--- src/rtl/kia_pkg.sv ---
// Shared definitions for the PS/2 keyboard FIFO: register map, STAT bit
// positions and receiver state encodings.
package kia_pkg;

   localparam logic [1:0] ADR_STAT  = 2'd0;
   localparam logic [1:0] ADR_DATA  = 2'd1;
   localparam logic [1:0] ADR_COUNT = 2'd2;
   localparam logic [1:0] ADR_CTRL  = 2'd3;

   localparam int STAT_EMPTY = 0;
   localparam int STAT_FULL  = 1;
   localparam int STAT_PERR  = 2;
   localparam int STAT_FERR  = 3;
   localparam int STAT_OVF   = 4;

   localparam logic [1:0] ST_IDLE   = 2'd0;
   localparam logic [1:0] ST_DATA   = 2'd1;
   localparam logic [1:0] ST_PARITY = 2'd2;
   localparam logic [1:0] ST_STOP   = 2'd3;

endpackage

--- src/rtl/ps2_frame_rx.sv ---
// PS/2 frame receiver: synchronises the PS/2 lines, shifts in one 11-bit
// frame, checks odd parity and stop bit, and aborts stalled frames.
module ps2_frame_rx
   import kia_pkg::*;
#(
   parameter int TIMEOUT_CYCLES = 50000
) (
   input  logic       clk_i,
   input  logic       rst_i,
   input  logic       ps2_c_i,
   input  logic       ps2_d_i,
   output logic       byte_valid_o,
   output logic [7:0] byte_o,
   output logic       perr_pulse_o,
   output logic       ferr_pulse_o
);

   localparam int TW = $clog2(TIMEOUT_CYCLES + 1);

   logic          c_meta_q, c_sync_q, c_prev_q, d_meta_q, d_sync_q;
   logic [1:0]    state_q, state_d;
   logic [2:0]    bit_cnt_q, bit_cnt_d;
   logic [7:0]    shift_q, shift_d;
   logic          par_q, par_d;
   logic [TW-1:0] tmo_q, tmo_d;
   logic          valid_q, valid_d, perr_q, perr_d, ferr_q, ferr_d;
   logic          fall;

   assign fall = c_prev_q & ~c_sync_q;

   // Idle level of both PS/2 lines is high, so the synchronisers reset to 1
   // and no spurious falling edge appears after reset release.
   always_ff @(posedge clk_i or posedge rst_i) begin
      if (rst_i) begin
         c_meta_q <= 1'b1;
         c_sync_q <= 1'b1;
         c_prev_q <= 1'b1;
         d_meta_q <= 1'b1;
         d_sync_q <= 1'b1;
      end else begin
         c_meta_q <= ps2_c_i;
         c_sync_q <= c_meta_q;
         c_prev_q <= c_sync_q;
         d_meta_q <= ps2_d_i;
         d_sync_q <= d_meta_q;
      end
   end

   always_comb begin
      state_d   = state_q;
      bit_cnt_d = bit_cnt_q;
      shift_d   = shift_q;
      par_d     = par_q;
      tmo_d     = tmo_q;
      valid_d   = 1'b0;
      perr_d    = 1'b0;
      ferr_d    = 1'b0;
      if (fall) begin
         tmo_d = '0;
         case (state_q)
            ST_IDLE: begin
               if (!d_sync_q) begin
                  state_d   = ST_DATA;
                  bit_cnt_d = 3'd0;
               end
            end
            ST_DATA: begin
               shift_d   = {d_sync_q, shift_q[7:1]};
               bit_cnt_d = bit_cnt_q + 3'd1;
               if (bit_cnt_q == 3'd7) state_d = ST_PARITY;
            end
            ST_PARITY: begin
               par_d   = d_sync_q;
               state_d = ST_STOP;
            end
            default: begin
               state_d = ST_IDLE;
               if (!d_sync_q)                ferr_d  = 1'b1;
               else if (^{shift_q, par_q})   valid_d = 1'b1;
               else                          perr_d  = 1'b1;
            end
         endcase
      end else if (state_q != ST_IDLE) begin
         // The TIMEOUT_CYCLES-th consecutive cycle without an edge aborts.
         if (tmo_q == TW'(TIMEOUT_CYCLES - 1)) begin
            state_d = ST_IDLE;
            tmo_d   = '0;
            ferr_d  = 1'b1;
         end else begin
            tmo_d = tmo_q + 1'b1;
         end
      end
   end

   always_ff @(posedge clk_i or posedge rst_i) begin
      if (rst_i) begin
         state_q   <= ST_IDLE;
         bit_cnt_q <= 3'd0;
         shift_q   <= 8'h00;
         par_q     <= 1'b0;
         tmo_q     <= '0;
         valid_q   <= 1'b0;
         perr_q    <= 1'b0;
         ferr_q    <= 1'b0;
      end else begin
         state_q   <= state_d;
         bit_cnt_q <= bit_cnt_d;
         shift_q   <= shift_d;
         par_q     <= par_d;
         tmo_q     <= tmo_d;
         valid_q   <= valid_d;
         perr_q    <= perr_d;
         ferr_q    <= ferr_d;
      end
   end

   assign byte_valid_o = valid_q;
   assign byte_o       = shift_q;
   assign perr_pulse_o = perr_q;
   assign ferr_pulse_o = ferr_q;

endmodule

--- src/rtl/ps2_kia_fifo.sv ---
// PS/2 keyboard interface: frame receiver feeding a circular byte queue,
// exposed through a four-register Wishbone-style slave with level IRQ.
module ps2_kia_fifo
   import kia_pkg::*;
#(
   parameter int DEPTH_LOG2     = 4,
   parameter int TIMEOUT_CYCLES = 50000
) (
   input  logic       CLK_I,
   input  logic       RES_I,
   input  logic       CYC_I,
   input  logic       STB_I,
   input  logic       WE_I,
   input  logic [1:0] ADR_I,
   input  logic [7:0] DAT_I,
   output logic [7:0] DAT_O,
   output logic       ACK_O,
   output logic       IRQ_O,
   input  logic       D_I,
   input  logic       C_I
);

   localparam int DEPTH = 1 << DEPTH_LOG2;

   logic [7:0]            mem_q [DEPTH];
   logic [DEPTH_LOG2-1:0] wr_ptr_q, wr_ptr_d, rd_ptr_q, rd_ptr_d;
   logic [DEPTH_LOG2:0]   count_q, count_d;
   logic                  ovf_q, ovf_d, ferr_q, ferr_d, perr_q, perr_d;
   logic                  ie_q, ie_d, ack_q, irq_q, irq_d;
   logic [7:0]            dat_q, dat_d, rdata;
   logic                  rx_valid, rx_perr, rx_ferr;
   logic [7:0]            rx_byte;
   logic                  access, w1c_en, full, empty, push, pop;

   ps2_frame_rx #(.TIMEOUT_CYCLES(TIMEOUT_CYCLES)) u_rx (
      .clk_i        (CLK_I),
      .rst_i        (RES_I),
      .ps2_c_i      (C_I),
      .ps2_d_i      (D_I),
      .byte_valid_o (rx_valid),
      .byte_o       (rx_byte),
      .perr_pulse_o (rx_perr),
      .ferr_pulse_o (rx_ferr)
   );

   // ACK_O masks the strobe for one cycle so each access has a single effect.
   assign access = CYC_I & STB_I & ~ack_q;
   assign w1c_en = access & WE_I & (ADR_I == ADR_STAT);
   assign full   = (count_q == (DEPTH_LOG2 + 1)'(DEPTH));
   assign empty  = (count_q == '0);
   assign push   = rx_valid & ~full;
   assign pop    = access & WE_I & (ADR_I == ADR_DATA) & ~empty;

   always_comb begin
      wr_ptr_d = push ? wr_ptr_q + 1'b1 : wr_ptr_q;
      rd_ptr_d = pop  ? rd_ptr_q + 1'b1 : rd_ptr_q;
      count_d  = count_q;
      if (push && !pop)      count_d = count_q + 1'b1;
      else if (pop && !push) count_d = count_q - 1'b1;

      // A flag being set wins over a simultaneous write-1-to-clear.
      perr_d = rx_perr | (perr_q & ~(w1c_en & DAT_I[STAT_PERR]));
      ferr_d = rx_ferr | (ferr_q & ~(w1c_en & DAT_I[STAT_FERR]));
      ovf_d  = (rx_valid & full) | (ovf_q & ~(w1c_en & DAT_I[STAT_OVF]));
      ie_d   = (access && WE_I && ADR_I == ADR_CTRL) ? DAT_I[0] : ie_q;
      irq_d  = ie_d & ((count_d != '0) | perr_d | ferr_d | ovf_d);

      case (ADR_I)
         ADR_STAT:  rdata = {3'b000, ovf_q, ferr_q, perr_q, full, empty};
         ADR_DATA:  rdata = empty ? 8'h00 : mem_q[rd_ptr_q];
         ADR_COUNT: rdata = 8'(count_q);
         default:   rdata = {7'b0, ie_q};
      endcase
      dat_d = (access && !WE_I) ? rdata : dat_q;
   end

   always_ff @(posedge CLK_I) begin
      if (push) mem_q[wr_ptr_q] <= rx_byte;
   end

   always_ff @(posedge CLK_I or posedge RES_I) begin
      if (RES_I) begin
         wr_ptr_q <= '0;
         rd_ptr_q <= '0;
         count_q  <= '0;
         ovf_q    <= 1'b0;
         ferr_q   <= 1'b0;
         perr_q   <= 1'b0;
         ie_q     <= 1'b0;
         ack_q    <= 1'b0;
         irq_q    <= 1'b0;
         dat_q    <= 8'h00;
      end else begin
         wr_ptr_q <= wr_ptr_d;
         rd_ptr_q <= rd_ptr_d;
         count_q  <= count_d;
         ovf_q    <= ovf_d;
         ferr_q   <= ferr_d;
         perr_q   <= perr_d;
         ie_q     <= ie_d;
         ack_q    <= access;
         irq_q    <= irq_d;
         dat_q    <= dat_d;
      end
   end

   assign ACK_O = ack_q;
   assign DAT_O = dat_q;
   assign IRQ_O = irq_q;

endmodule

--- config.mk ---
export PLATFORM = sky130hd
export DESIGN_NAME = ps2_kia_fifo
export DESIGN_NICKNAME = d
export VERILOG_FILES = /design/src/rtl/kia_pkg.sv /design/src/rtl/ps2_frame_rx.sv /design/src/rtl/ps2_kia_fifo.sv
export SDC_FILE = /design/constraint.sdc
export NUM_CORES = 1
export LEC_CHECK = 0
export ABC_AREA = 1
export BUFFER_PORTS_ARGS = -buffer_cell sky130_fd_sc_hd__buf_2
export CORE_MARGIN = 2
export CORE_UTILIZATION = 60
export DETAILED_ROUTE_END_ITERATION = 8
export GPL_ROUTABILITY_DRIVEN = 0
export PLACE_DENSITY = 0.77
export SLEW_MARGIN = 20
export SYNTH_ARGS = -nofsm -noshare
export SYNTH_HDL_FRONTEND = slang
export SYNTH_SLANG_ARGS = --single-unit
--- constraint.sdc ---
create_clock -name CLK_I -period 2.35 [get_ports CLK_I]
set_input_delay 0.1175 -clock CLK_I [delete_from_list [all_inputs] [get_ports CLK_I]]
set_output_delay 0.1175 -clock CLK_I [all_outputs]
set_load 0.01 [all_outputs]
==> parameters.txt, run 1 <==
Parameter                              Value

Critical path
  Type of destination of the critical path ... flip-flop
  Worst R2R Start ... count_q[0]
  Critical setup path kind ... flip-flop to flip-flop
  Slack of the worst reg-to-reg path ... 0.17 ns
  Depth of the most critical reg-to-reg path ... 8
  Startpoint Class ... flip-flop
  Required @ worst endpoint ... 2.49 ns
  Reg2Reg Capture Point ... mem_q[14][2]
  Top fanout value on the critical path ... 13
  Data arrival at the endpoint of the critical path ... 2.32 ns

Logic synthesis
  Avg Synthesized Cell Area ... 10.6 µm²
  Share of the yosys chip area belonging to registers ... 64.7%
  Number of register bits inferred by synthesis ... 193
  Netlist Area Pre-Place ... 8460 µm²
  Syn Inst Count ... 801
  YS warnings ... 0
  Cell types occupying the most area after synthesis ... edfxtp_1, dfrtp_1, nand2_1
  Largest area contributor in the netlist ... edfxtp_1
  Net count after synthesis ... 832
  Top-area cell type share of the netlist area ... 45.4%
  Synth cell types ... 42

STA
  Setup repair after global routing missed its margin ... no
  Clock period minus worst slack ... 2.18 ns
  Final setup violation count ... 0
  Measured slew at the worst slew-check pin ... 0.652 ns
  Highest achievable clock rate ... 459 MHz
  Normalized max-slew margin ... 56.5%
  Final setup TNS ... 0 ns
  Hold Violations, Final ... 0
  Max-slew violations ... 0
  Final setup skew ... 0.0113 ns
  Fraction of the cycle the final worst path needs ... 92.6%

Flow run
  Max-Cap Viols ... 0

Detailed routing
  Residual DRC ... 0
  First-pass iteration count of the detailed router ... 5
  Detailed Route Iter0 Violations ... 633
  Vias/cell ... 5.81
  Count of vias placed by the detailed router ... 6092
  Post-route ant nets ... 0
  Average routed wire per standard cell ... 17.5 µm
  Detailed-route wire length ... 18400 µm

Power and ir drop
  Highest ir drop seen on vdd ... 0.569 mV
  Static leakage ... 3.91 nW
  Post-layout power ... 10.3 mW
  Power per standard cell area ... 1080 nW/µm²

Min path
  Worst-case hold path end point ... ovf_q
  Beginning of the worst hold path ... DAT_I[4]
  Instance count along the most critical hold path ... 4
  Worst hold path type ... input port to flip-flop

Clocking
  Max Buffers Root-to-Sink ... 2
  Worst-Skew Late Latency ... 0.43 ns
  H-Tree Depth ... 4
  Number of buffers inserted to repair setup after CTS ... 0
  CTS Buf Count ... 17
  Post_cts resized ... 0
  CTS tree ... built
  Clk Tree Root Cell ... clkbuf_16
  Sink Count ... 193
  Clock-pin slew on the worst setup and hold paths ... 0.07 ns

Place
  Hpwl dp ... 11900 µm
  Port Buf Inserts ... 22

Die
  Die X-Extent ... 123 µm
  Overall die area ... 15100 µm²
  Cell Rows ... 43
  Core outline area ... 13800 µm²
  Initial standard-cell utilization of the core ... 61.2%
  IO Count ... 27
  Die H ... 123 µm

Cells and area
  Post-layout net count ... 886
  Signed area change from the synthesized netlist to the final layout ... 12.6%
  Antenna diode instance count ... 0
  Fraction of layout cells with a size suffix above 1 ... 13.4%

GRT
  Wire length of the first global-routing pass ... 29200 µm
  Total routing usage reported by global routing ... 26.1%
  Pin count of the biggest net entering global routing ... 45
  Overflow left after global routing ... 0
  Number of antenna violations at the first check in global routing ... 0
  Number of global-route vias before repair ... 5768

Run status
  Run status ... finished, final reports clean
worst max-delay path by stage:
stage | startpoint | to | slack (ns)
floorplan | count_q[0] | mem_q[11][0] | 0.38
detailed placement | count_q[0] | mem_q[13][1] | 0.23
CTS | count_q[0] | mem_q[13][1] | 0.19
global placement | count_q[0] | mem_q[14][0] | 0.31
global route | count_q[0] | mem_q[13][0] | 0.03
finish | count_q[0] | mem_q[14][2] | 0.17
layout make-up:
cell class,instances,area (µm²)
clock buffers,20,447
repair buffers,61,430
clock inverters,12,86.3
fillers,946,4300
multi-input cells,516,2610
flip-flops and latches,193,5480
well taps,180,225
inverters,66,250
through the flow:
step	setup slack [ns]	area (µm²)	instances	hold slack, ns	utilization (%)
global route	0.0253	9530	1048	0.0625	68.9
detailed placement	0.229	8940	1010	0.224	64.6
floorplan	0.380	8460	801	0.122	-
CTS	0.193	9530	1048	0.0300	68.9
finish	0.173	9530	1048	0.0542	68.9
global placement	0.315	8940	1010	0.223	64.6
metal layers:
layer / vias up / GRT usage, % / share of wire (%)
li1: 2840 / - / -
met1: 2941 / 34.6 / 41
met2: 270 / 42.5 / 49
met3: 41 / 4.88 / 7.8
met4: 0 / 10.8 / 2.3
met5: - / 0 / 0
flip-flops by register name (all words and copies together) (netlist names), 2 cells and up:
name            flops
DAT_O               8
u_rx.tmo_q         16
count_q             5
rd_ptr_q            4
u_rx.byte_o         8
mem_q             128
u_rx.state_q        2
u_rx.bit_cnt_q      3
wr_ptr_q            4
cell usage in the layout (no fill, tap or decap), types with 5 or more instances in the layout:
cell           count
nor2_2             5
buf_4             32
dlygate4sd3_1      6
nand3_1          101
inv_1             60
a21oi_1           17
ha_1              14
o211ai_1           9
edfxtp_1         128
dfstp_2            5
xor2_1            14
dfrtp_1           59
nand4_1            9
clkbuf_16         17
o21ai_0           44
nor2_1            75
buf_2             22
o221ai_1           7
nand2_1          182
worst max-delay path: stages, from the launching register on:
cell,delay [ns]
dfrtp_1,0.41
inv_1,0.10
ha_1,0.30
nand3_4,0.14
nand2_4,0.08
inv_4,0.14
nand2_1,0.16
nor2_1,0.33
buf_4,0.22
cells in the mapped netlist (all sizes together):
cell and count:
a211oi 1, a21oi 18, a22oi 1, a31oi 1, and3 1, buf 16
clkbuf 10, clkinv 2, dfrtp 60, dfstp 5, edfxtp 128, ha 14
inv 64, mux2i 1, nand2 188, nand3 106, nand4 9, nor2 82
nor3 5, nor4 1, o211ai 9, o21a 3, o21ai 45, o221ai 7
o22ai 4, o31ai 1, or2 1, xnor2 4, xor2 14
power breakdown:
part           total, mW  internal, mW  switching, mW
Combinational       3.33          1.04           2.29
Sequential          4.38          4.14          0.234
Clock               2.61          1.38           1.23
Total               10.3          6.57           3.75
repair_timing:
item	4_1_cts	5_1_grt
setup endpoints to repair	0	0
hold buffers	6	0
hold endpoints to repair	31	0
cell families (layout without fill, tap and decap cells):
family | after synthesis | in the layout | synth area share [%]
fa+ha+maj | 14 | 14 | 2.07
simple gates | 393 | 393 | 20.6
buf+inv | 92 | 159 | 4.41
compound gates | 90 | 90 | 6.19
xor+xnor | 18 | 18 | 1.86
mux | 1 | 1 | 0.118
flops | 193 | 193 | 64.7
(Power assumes the default switching activity.)
==> run 2, diff against run 1 <==
--- a/config.mk
+++ b/config.mk
@@ -6,9 +6,11 @@
 export NUM_CORES = 1
 export LEC_CHECK = 0
 export ABC_AREA = 1
+export ABC_CLOCK_PERIOD_IN_PS = 2350
 export BUFFER_PORTS_ARGS = -buffer_cell sky130_fd_sc_hd__buf_2
 export CORE_MARGIN = 2
 export CORE_UTILIZATION = 60
+export CTS_BUF_LIST = sky130_fd_sc_hd__clkbuf_8
 export DETAILED_ROUTE_END_ITERATION = 8
 export GPL_ROUTABILITY_DRIVEN = 0
 export PLACE_DENSITY = 0.77
==> parameters.txt, run 2 (same netlist as run 1, synthesis figures left out) <==
Parameter                              Value

Cells and area
  Signed area change from the synthesized netlist to the final layout ... 10.7%
  Largest register by flop count ... mem_q
  Largest register FFs ... 128
  Fraction of layout cells with a size suffix above 1 ... 13.3%
  Most common cell after layout, fill and taps aside ... nand2_1
  Most frequent cells in the layout ... nand2_1, edfxtp_1, nand3_1, nor2_1, inv_1
  Fill cell count ... 975
  Post-layout net count ... 889
  Multi-input gate area in the final layout ... 2610 µm²
  Area taken by flip-flops and latches ... 5480 µm²
  Antenna diode instance count ... 0
  Biggest regs ... mem_q: 128 flops, u_rx.tmo_q: 16 flops
  Count of placed standard cells in the final layout, fillers left out ... 1051

STA
  Worst Setup Slack, final ... 0.187 ns
  Setup repair after global routing missed its margin ... no
  Measured slew at the worst slew-check pin ... 0.662 ns
  Clock period minus worst slack ... 2.16 ns
  Final setup skew ... 0.0117 ns
  Final setup TNS ... 0 ns
  Final setup violation count ... 0
  Hold Violations, Final ... 0
  Fraction of the cycle the final worst path needs ... 92.1%
  Highest achievable clock rate ... 462 MHz
  Max-slew violations ... 0
  Worst hold slack ... 0.0540 ns
  Normalized max-slew margin ... 55.8%

Run status
  Run status ... finished, final reports clean

Clocking
  Sink Count ... 193
  CTS Buf Count ... 17
  Clock-pin slew on the worst setup and hold paths ... 0.09 ns
  Worst-Skew Late Latency ... 0.46 ns
  H-Tree Depth ... 4
  Post_cts resized ... 0
  Max Buffers Root-to-Sink ... 2
  Clk Tree Root Cell ... clkbuf_8
  CTS tree ... built
  Hold-fix buffers, CTS ... 9
  Number of buffers inserted to repair setup after CTS ... 0

Flow run
  Max-Cap Viols ... 0

Detailed routing
  Metal1 wirelength ... 7450 µm
  Routed met3 length ... 1260 µm
  Post-route ant nets ... 0
  Detailed Route Iter0 Violations ... 646
  Residual DRC ... 0
  Vias/cell ... 5.77
  Detailed-route wire length ... 18000 µm
  First-pass iteration count of the detailed router ... 5
  Sum of met2 wire segment lengths after detailed routing ... 8700 µm
  Count of vias placed by the detailed router ... 6061
  Highest metal layer with signal wires ... met4
  Average routed wire per standard cell ... 17.1 µm

GRT
  Wire length of the first global-routing pass ... 28800 µm
  Pin count of the biggest net entering global routing ... 45
  Number of antenna violations at the first check in global routing ... 0
  Total routing usage reported by global routing ... 25.7%
  Number of global-route vias before repair ... 5754
  Overflow left after global routing ... 0

Power and ir drop
  Post-layout power ... 9.56 mW
  Static leakage ... 3.85 nW
  Power per standard cell area ... 1020 nW/µm²
  Highest ir drop seen on vdd ... 0.565 mV

Critical path
  Top fanout value on the critical path ... 13
  Critical setup path kind ... flip-flop to flip-flop
  Startpoint Class ... flip-flop
  Type of destination of the critical path ... flip-flop
  Required @ worst endpoint ... 2.53 ns
  Data arrival at the endpoint of the critical path ... 2.34 ns

Die
  Initial standard-cell utilization of the core ... 61.2%
  Die X-Extent ... 123 µm
  Overall die area ... 15100 µm²
  Die H ... 123 µm
  IO Count ... 27
  Core outline area ... 13800 µm²
  Cell Rows ... 43

Place
  Hpwl dp ... 11900 µm
  Number of instances in the placed design ... 1010
  Worst slack, placed ... 0.229 ns
  Port Buf Inserts ... 22

Min path
  Worst hold path type ... input port to flip-flop
## run 2: changes by cell type in the layout (fill, tap and decap cells not counted)
| cell | before | now |
|---|---|---|
| clkbuf_16 | 17 | 0 |
| dlygate4sd3_1 | 6 | 9 |
| inv_1 | 60 | 62 |
| clkbuf_8 | 1 | 18 |
| clkbuf_1 | 2 | 0 |
## run 2: layout make-up
type,instances,area share [%]
sequential,193,58.5
multi-input combinational,516,27.9
timing repair buffer,64,4.91
inverter,66,2.67
clock buffer,18,2.64
tap,180,2.40
clock inverter,14,1.00
## run 2: worst paths after layout
| path | cells past startpoint | end | slack (ns) | startpoint |
|---|---|---|---|---|
| hold / removal | 4 | DAT_O[4] | 0.05 | WE_I |
| max in group asynchronous | 4 | u_rx.c_sync_q | 1.37 | RES_I |
| hold reg to reg | 0 | u_rx.d_sync_q | 0.36 | u_rx.d_meta_q |
| setup reg to reg | 8 | mem_q[14][3] | 0.19 | count_q[0] |
| setup / recovery | 8 | mem_q[14][3] | 0.19 | count_q[0] |
| min in group asynchronous | 3 | count_q[3] | 0.29 | RES_I |
## run 2: power breakdown
| part | total, mW | leakage [nW] | internal (mW) | switching (mW) |
|---|---|---|---|---|
| Sequential | 4.37 | 1.98 | 4.14 | 0.228 |
| Combinational | 3.31 | 1.69 | 1.04 | 2.27 |
| Clock | 1.88 | 0.178 | 0.754 | 1.13 |
| Total | 9.56 | 3.85 | 5.94 | 3.62 |
## run 2: routing by layer
layer  track usage [%]  up-vias
met3              3.95       46
met1              34.3     2916
met4              12.6        0
li1                  -     2849
met5                 0        -
met2              41.4      250
## run 2: critical path, cell delays in order (launching register included)
cell	delay (ns)
dfrtp_1	0.42
inv_1	0.10
ha_1	0.30
nand3_4	0.13
nand2_4	0.08
inv_4	0.14
nand2_1	0.16
nor2_1	0.34
buf_4	0.22
## run 2: metrics by stage
stage               instance area [µm²]  util [%]
floorplan                          8460         -
global placement                   8940      64.6
detailed placement                 8940      64.6
CTS                                9370      67.8
global route                       9370      67.8
finish                             9370      67.8
